**src/rtl/player_cmd_arbiter_pkg.sv**
```systemverilog
// player_cmd_arbiter_pkg: command codes, key bit positions and player ids shared by the arbiter
package player_cmd_arbiter_pkg;

    localparam logic [2:0] CMD_NONE   = 3'd0;
    localparam logic [2:0] CMD_UP     = 3'd1;
    localparam logic [2:0] CMD_LEFT   = 3'd2;
    localparam logic [2:0] CMD_DOWN   = 3'd3;
    localparam logic [2:0] CMD_RIGHT  = 3'd4;
    localparam logic [2:0] CMD_ACTION = 3'd5;

    localparam int KEY_UP     = 4;
    localparam int KEY_LEFT   = 3;
    localparam int KEY_DOWN   = 2;
    localparam int KEY_RIGHT  = 1;
    localparam int KEY_ACTION = 0;

    localparam logic P1 = 1'b0;
    localparam logic P2 = 1'b1;

    // Highest-priority newly pressed key: action > up > down > left > right
    function automatic logic [2:0] press_code(input logic [4:0] np);
        return np[KEY_ACTION] ? CMD_ACTION :
               np[KEY_UP]     ? CMD_UP     :
               np[KEY_DOWN]   ? CMD_DOWN   :
               np[KEY_LEFT]   ? CMD_LEFT   :
               np[KEY_RIGHT]  ? CMD_RIGHT  : CMD_NONE;
    endfunction

    // Current level of the key that produces a given direction code
    function automatic logic key_of(input logic [4:0] keys, input logic [2:0] code);
        return code == CMD_UP    ? keys[KEY_UP]    :
               code == CMD_LEFT  ? keys[KEY_LEFT]  :
               code == CMD_DOWN  ? keys[KEY_DOWN]  :
               code == CMD_RIGHT ? keys[KEY_RIGHT] : 1'b0;
    endfunction

endpackage

```
**src/rtl/player_cmd_arbiter_queue.sv**
```systemverilog
// player_event_queue: per-player key sampling, press/repeat event generation and 2-deep command FIFO
module player_event_queue
    import player_cmd_arbiter_pkg::*;
#(
    parameter int REPEAT_DELAY  = 25000000,
    parameter int REPEAT_PERIOD = 5000000,
    parameter int CNT_W         = 25
) (
    input  logic       clk,
    input  logic       rst,
    input  logic [4:0] keys,
    input  logic       enable,
    input  logic       pop,
    output logic       empty,
    output logic [2:0] head,
    output logic       overflow
);

    logic [4:0]       s1, s2;
    logic [2:0]       trk, pcode, ev;
    logic [CNT_W-1:0] cnt;
    logic [2:0]       q0, q1;
    logic [1:0]       count, n;
    logic             held, rep, is_dir, ovf;

    // Select this cycle's event: a new press beats a repeat expiry
    always_comb begin
        pcode  = press_code(s1 & ~s2);
        held   = key_of(s1, trk);
        rep    = held && cnt == '0;
        is_dir = pcode != CMD_NONE && pcode != CMD_ACTION;
        ev     = pcode != CMD_NONE ? pcode : rep ? trk : CMD_NONE;
        n      = count - {1'b0, pop};
    end

    // Input sampling and repeat tracking of the last pressed direction
    always_ff @(posedge clk) begin
        if (!rst) begin
            s1  <= '0;
            s2  <= '0;
            trk <= CMD_NONE;
            cnt <= '0;
        end else begin
            s1 <= keys;
            s2 <= s1;
            if (!enable) begin
                trk <= CMD_NONE;
            end else if (is_dir) begin
                trk <= pcode;
                cnt <= CNT_W'(REPEAT_DELAY - 1);
            end else if (!held) begin
                trk <= CMD_NONE;
            end else begin
                cnt <= rep ? CNT_W'(REPEAT_PERIOD - 1) : cnt - CNT_W'(1);
            end
        end
    end

    // Two-entry FIFO; a pop frees a slot for a same-cycle push, pause flushes it
    always_ff @(posedge clk) begin
        if (!rst) begin
            count <= '0;
            q0    <= CMD_NONE;
            q1    <= CMD_NONE;
            ovf   <= 1'b0;
        end else if (!enable) begin
            count <= '0;
        end else begin
            if (pop) q0 <= q1;
            if (ev == CMD_NONE) begin
                count <= n;
            end else if (n == 2'd2) begin
                ovf <= 1'b1;
            end else begin
                count <= n + 2'd1;
                if (n == 2'd0) q0 <= ev;
                else q1 <= ev;
            end
        end
    end

    assign empty    = count == 2'd0;
    assign head     = q0;
    assign overflow = ovf;

endmodule

```
**src/rtl/player_cmd_arbiter.sv**
```systemverilog
// player_cmd_arbiter: round-robin merge of both players' command queues onto one valid/ready port
module player_cmd_arbiter
    import player_cmd_arbiter_pkg::*;
#(
    parameter int REPEAT_DELAY  = 25000000,
    parameter int REPEAT_PERIOD = 5000000,
    parameter int CNT_W         = 25
) (
    input  logic       clk,
    input  logic       rst,
    input  logic [4:0] p1_input,
    input  logic [4:0] p2_input,
    input  logic       enable,
    output logic       cmd_valid,
    output logic       cmd_player,
    output logic [2:0] cmd_code,
    input  logic       cmd_ready,
    output logic       p1_overflow,
    output logic       p2_overflow
);

    logic       e1, e2, pop1, pop2, ptr, load, any, grant;
    logic [2:0] h1, h2;

    player_event_queue #(
        .REPEAT_DELAY (REPEAT_DELAY),
        .REPEAT_PERIOD(REPEAT_PERIOD),
        .CNT_W        (CNT_W)
    ) u_p1 (
        .clk     (clk),
        .rst     (rst),
        .keys    (p1_input),
        .enable  (enable),
        .pop     (pop1),
        .empty   (e1),
        .head    (h1),
        .overflow(p1_overflow)
    );

    player_event_queue #(
        .REPEAT_DELAY (REPEAT_DELAY),
        .REPEAT_PERIOD(REPEAT_PERIOD),
        .CNT_W        (CNT_W)
    ) u_p2 (
        .clk     (clk),
        .rst     (rst),
        .keys    (p2_input),
        .enable  (enable),
        .pop     (pop2),
        .empty   (e2),
        .head    (h2),
        .overflow(p2_overflow)
    );

    // Grant the favoured player when both wait, otherwise whoever has a head
    always_comb begin
        load  = !cmd_valid || cmd_ready;
        any   = !e1 || !e2;
        grant = (!e1 && !e2) ? ptr : (e1 ? P2 : P1);
        pop1  = load && any && grant == P1;
        pop2  = load && any && grant == P2;
    end

    // Output register refills only when empty or being accepted, so it never drops a command
    always_ff @(posedge clk) begin
        if (!rst) begin
            cmd_valid  <= 1'b0;
            cmd_player <= P1;
            cmd_code   <= CMD_NONE;
            ptr        <= P1;
        end else if (load) begin
            cmd_valid <= any;
            if (any) begin
                cmd_player <= grant;
                cmd_code   <= grant == P2 ? h2 : h1;
                ptr        <= ~grant;
            end
        end
    end

endmodule

```
**config.mk**
```make
export PLATFORM = sky130hd
export DESIGN_NAME = player_cmd_arbiter
export DESIGN_NICKNAME = d
export VERILOG_FILES = /design/src/rtl/player_cmd_arbiter_pkg.sv /design/src/rtl/player_cmd_arbiter_queue.sv /design/src/rtl/player_cmd_arbiter.sv
export SDC_FILE = /design/constraint.sdc
export NUM_CORES = 1
export LEC_CHECK = 0
export CAP_MARGIN = 20
export CORE_MARGIN = 5
export CORE_UTILIZATION = 43
export CTS_BUF_LIST = sky130_fd_sc_hd__clkbuf_8
export DETAILED_ROUTE_END_ITERATION = 6
export SLEW_MARGIN = 20
export SYNTH_ARGS = -nofsm -noshare
export SYNTH_HDL_FRONTEND = slang
export SYNTH_SLANG_ARGS = --single-unit
```
**constraint.sdc**
```tcl
create_clock -name clk -period 9.6 [get_ports clk]
set_input_delay 2.88 -clock clk [delete_from_list [all_inputs] [get_ports clk]]
set_output_delay 2.88 -clock clk [all_outputs]
set_load 0.02 [all_outputs]
```
Word-level counts from Yosys, hierarchy flattened
Cells that the tools add are included.
- flip-flop bits (word level): 100
- bits of input ports: 14
- equal/unequal tests: 16
- bitwise gates (word level): 11
- mux-type cells: 47
- $add $sub $neg: 6
- reduce and logical (&&, ||, !) cells: 33
- operators with widths (kind ; count):
    25-bit 2-to-1 mux ; 6
    3-bit 2-to-1 mux ; 27
    25-bit logical NOT ; 2
    25-bit by 1-bit subtractor with 25-bit output, second input constant ; 2
    3-bit by 2-bit equality test with 1-bit output, second input constant ; 4
    5-bit AND ; 2
    1-bit 2-to-1 mux ; 10
    5-bit inverter ; 2
    1-bit logical AND ; 8
    2-bit logical NOT ; 4
    2-bit 2-to-1 mux ; 4
    2-bit AND reduction ; 4
    4-bit AND reduction ; 2
    1-bit inverter ; 7
    3-bit by 1-bit equality test with 1-bit output, second input constant ; 2
    3-bit equality test, second input constant ; 2
    3-bit logical NOT ; 2
    3-bit != test, second input constant ; 2
    3-bit AND reduction ; 2
    3-bit nonzero test ; 2
    2-bit by 1-bit adder with 2-bit output, second input constant ; 2
    2-bit equality test, second input constant ; 2
    2-bit by 1-bit != test with 1-bit output, second input constant ; 2
    2-bit != test, second input constant ; 2
    4 further kinds ; 9

Longest topological paths before layout
- word-level depth: 12
- depth in mapped cells: 12

Cells and area by module
A second synthesis with hierarchy kept.
- cells, all modules: 626
- area total of the unflattened synthesis: 5455.2 sq um
- modules (own cells, without submodules) (module ; sequential area each (sq um) ; area each (sq um) ; cells each ; times used):
    player_event_queue at u_p1 ; 940.9 ; 2566.2 ; 294 ; 1
    player_event_queue at u_p2 ; 940.9 ; 2562.5 ; 299 ; 1
    player_cmd_arbiter ; 120.1 ; 326.6 ; 33 ; 1

Least setup slack after synthesis
Ideal clock, no wire load.
- path kind: input to register
- from: input port cmd_ready
- to: register u_p2.q1[0]
- stages on the path: 11
- arrival time: 4884 ps
- slack: 4588 ps
- buffers on the path: 1
- library setup time: 128 ps
- path through: nand2b_1 o221a_2 clkbuf_1 ha_1 xor2_1 inv_1 ha_1 nor3_1 nand3b_1 nor2_1 o22ai_1
- cells in the longest elaborated chain, start to end: 7
- elaborated cells on any way between the ends: 9
- ends and longest elaborated chain (what ; RTL line ; text):
    from (decl) ; player_cmd_arbiter.sv:17 ; input logic cmd_ready,
    1-bit logical OR * ; player_cmd_arbiter.sv:57 ; load = !cmd_valid || cmd_ready;
    1-bit logical AND * (2 in series) ; player_cmd_arbiter.sv:61 ; pop2 = load && any && grant == P2;
    2-bit by 1-bit subtractor with 2-bit output * ; player_cmd_arbiter_queue.sv:33 ; n = count - {1'b0, pop};
    2-bit equality test / 2-bit logical NOT (equally long branches) ; player_cmd_arbiter_queue.sv:72, player_cmd_arbiter_queue.sv:76 ;
    1-bit inverter (no line) ; - ;
    4-bit AND reduction (no line) * ; - ;
    to (signal assigned) ; player_cmd_arbiter_queue.sv:77 ; else q1 <= ev;
    to (decl) ; player_cmd_arbiter_queue.sv:22 ; logic [2:0] q0, q1;
Mark *: on every way between the ends. The rest lies on a longest branch, timed or not.
A chain may end at the register's enable or synchronous reset.

Final worst setup path
- from: input port cmd_ready
- to: register u_p1.q0[1], in the netlist u_p1.head[1]
- cells in the longest elaborated chain, start to end: 8
- elaborated cells on any way between the ends: 10
- ends and longest elaborated chain (what ; RTL line ; text):
    1-bit logical OR * ; player_cmd_arbiter.sv:57 ;
    1-bit logical AND * (2 in series) ; player_cmd_arbiter.sv:60 ; pop1 = load && any && grant == P1;
    2-bit by 1-bit subtractor with 2-bit output ; player_cmd_arbiter_queue.sv:33 ;
    2-bit logical NOT ; player_cmd_arbiter_queue.sv:76 ; if (n == 2'd0) q0 <= ev;
    3-bit 2-to-1 mux ; player_cmd_arbiter_queue.sv:76 ;
    3-bit 2-to-1 mux ; player_cmd_arbiter_queue.sv:72 ; end else if (n == 2'd2) begin
    3-bit 2-to-1 mux * ; player_cmd_arbiter_queue.sv:70 ; if (ev == CMD_NONE) begin
    to (signal assigned) ; player_cmd_arbiter_queue.sv:69 ; if (pop) q0 <= q1;
    to (signal assigned) ; player_cmd_arbiter_queue.sv:76 ;
    to (decl) ; player_cmd_arbiter_queue.sv:22 ;
Marks and branches as above.

==> impl_metrics.csv <==
group,metric,value,unit
run_status,status,"finished, final reports clean",
timing,fin_skew,11.6,ps
critical_path,regToRegSetupSlack,6810,ps
drt,postRouteAntennaNets,0,
final_layout,stdcell_area,5730,um^2
synthesis,synth_top_cell_area_share,38.5,%
synthesis,syn-num-nets,632,
grt,grt_start_max_net_pins,42,
hold_path,hold_path.class,"register to register",
final_layout,layout_commonest_cell,"dfxtp_1",
final_layout,nNetsFinal,641,
die,die_area,14400,um^2
drt,drcViolationCount,0,
synthesis,ys_top_cells_by_area,"dfxtp_1 39%, a21oi_1 4.9%, nor2_1 3.9%",
placed_design,placedInstanceArea,5510,um^2
timing,worst_pin_slew,909,ps
timing,max_slew_margin,38.9,%
die,rows,40,
clocking,clk_pin_slew_worst_paths,100,ps
synthesis,synth_area,5200,um^2
die,initial_core_util,43.6,%
run,cap_violations,0,
clocking,cts.repair.resized,0,
clocking,cts_setup_buffers,0,
critical_path,critPathRequiredTime,9880,ps
critical_path,worstSetupEndpointType,"register",
grt,antenna_found_initial,0,
timing,rsz0062_at_grt,"false",
critical_path,cp_max_fo,13,
clocking,cts_tree,"built",
critical_path,critPathArrivalTime,5570,ps
synthesis,ys_types,71,
synthesis,synthCells,608,
synthesis,synth_top_flop_cell,"dfxtp_1",
die,die_x,120,um
synthesis,synth-xor-area-share,4.89,%
synthesis,yosysSeqAreaShare,38.5,%
clocking,cts.hold.buffers_added,0,
synthesis,synth-edff-count,0,
timing,final-hold-violation-count,0,
grt,grt_pass1_vias,4338,
drt,drt_iter0_markers,353,
grt,grt_overflow,0,
synthesis,post_synth.cell_area_avg,8.55,um^2
clocking,clock_latency,390,ps
power,irDropWorstVdd,0.118,mV
synthesis,synth_top_family_by_area,"simple AND/OR/NAND/NOR gates",
timing,final.min_clock_period,5300,ps
timing,worst_hold_slack,483,ps
timing,setup_viol,0,
drt,dr_total_vias,4569,
grt,track_usage,18.5,%
grt,grt_pass1_wl,21.7,mm
clocking,cts_max_level,3,
critical_path,cp-start-kind,"input port",
power,power_density,232,nW/um^2
placed_design,dp_hpwl,9.29,mm
timing,fmax,0.189,GHz
die,die_h,120,um
timing,fin_crit_sh,55.2,%
power,leakage,2.02,nW
synthesis,ys_warn_count,0,
clocking,clock_sink_count,100,
placed_design,portBuffers,20,
final_layout,n_antenna_cell,0,
final_layout,final_cell_mix,"100 x dfxtp_1, 54 x nor2_1, 50 x a21oi_1",
synthesis,synthMuxAreaShare,1.42,%
synthesis,ys_ff_latch,100,
drt,wl,13.1,mm
critical_path,crit_type,"input port to register",
clocking,clock-root-buffer,"clkbuf_8",
timing,finalMaxSlewViolations,0,
synthesis,yosys.area_share.simple,26.6,%
die,io_pins,21,
clocking,cts_buffer_depth,2,
clocking,cts_buffers,9,
synthesis,synth_async_sr_flop_share,0,%
drt,dr.pass1.iters,5,
die,coreArea,11900,um^2
timing,tns,0,ps
drt,routedWlPerCell,17.0,um
final_layout,drive_above_1_share,9.65,%
synthesis,synth_area_leader_cell,"dfxtp_1",
synthesis,synth_compound_area_share,22.5,%
synthesis,synth_adder_area_share,2.41,%
drt,vias_per_cell,5.94,
placed_design,gp_congestion,0.826,
final_layout,area_growth,10.2,%
## layer usage
| metal | global-route usage, % | vias up | routed length, um |
|---|---|---|---|
| li1 | - | 2277 | - |
| met1 | 22.5 | 2174 | 5860 |
| met5 | 0 | - | 0 |
| met3 | 4.15 | 19 | 511 |
| met4 | 5.65 | 0 | 227 |
| met2 | 32.3 | 99 | 6490 |
## Yosys cell counts (3+ instances only)
master and n:
buf_2 3, o22ai_1 8, nand2_1 36, and2_1 22, a211oi_1 11, o41ai_1 3, xor2_1 7, mux2_2 3
o221a_2 4, a31oi_1 12, nor4_1 16, nor2b_1 10, o31ai_1 4, dfxtp_1 100, a2111oi_0 3, nor3_1 17
o21ai_1 5, mux2i_1 4, and3_1 6, o32ai_1 3, o21ai_0 28, a21oi_1 51, a222oi_1 3, inv_1 19
or2_2 9, nor2_1 54, nand3_1 17, clkbuf_1 23, or4_4 4, nand2b_1 15, or4_1 4, o21a_1 3
ha_1 10, a221oi_1 4, xnor2_1 22, nor4_4 3, o211a_1 4, nand3b_1 6, nand4_1 7
## state kept, by name, summed over array words and instances (netlist names)
name	cells
u_p1.cnt	25
u_p2.cnt	25
u_p1.s1	5
u_p1.s2	5
u_p2.s1	5
u_p2.s2	5
cmd_code	3
u_p1.head	3
u_p1.q1	3
u_p1.trk	3
u_p2.head	3
u_p2.q1	3
u_p2.trk	3
u_p1.count	2
u_p2.count	2
cmd_player	1
cmd_valid	1
ptr	1
u_p1.overflow	1
u_p2.overflow	1
## kinds of logic (layout without fill, tap and decap cells)
| family | Yosys count | count (layout) |
|---|---|---|
| XOR/XNOR | 29 | 29 |
| multiplexers | 7 | 7 |
| buffers and inverters | 48 | 62 |
| flip-flops | 100 | 100 |
| AO/OA/AOI/OAI | 174 | 174 |
| adder cells (fa/ha/maj) | 10 | 10 |
| AND/OR/NAND/NOR | 240 | 240 |
## cell type report
type                       instances  area (um^2)
timing repair buffer              27          253
clock buffer                      11          151
inverter                          19         71.3
multi-input combinational        460         3010
fill                            1200         6180
sequential                       100         2000
tap                              147          184
clock inverter                     5         58.8
## through the flow
step                      utilization, %  power, mW  cells  worst slack, ps
after floorplan                        -      0.922    608             4590
after global placement              46.3       1.03    753             4040
final                               48.1       1.33    769             4300
after global routing                48.1       1.42    769             4140
after detailed placement            46.3       1.05    753             3900
after CTS                           48.1       1.34    769             4320
## critical path: stages
cell             delay (ps)
clkdlybuf4s50_1         440
nand2b_1                200
o211a_1                 420
ha_1                    240
xor2_1                  260
ha_1                    340
nand2b_1                190
nor2_1                   60
a31oi_1                 140
o32ai_1                 100
a221o_1                 290
## worst paths after layout
kind                             startpoint            end  cells past startpoint
worst max-delay path              cmd_ready   u_p1.head[1]                     11
worst min-delay path             u_p2.s1[3]     u_p2.s2[3]                      1
worst max register to register  u_p1.cnt[6]  u_p1.count[0]                      6
worst min register to register   u_p2.s1[3]     u_p2.s2[3]                      1
## report_power, final
part	internal [mW]	switching (mW)
logic	0.213	0.293
registers	0.476	0.0602
clock network	0.135	0.150
Note: power is estimated with default switching activity, not from simulation.
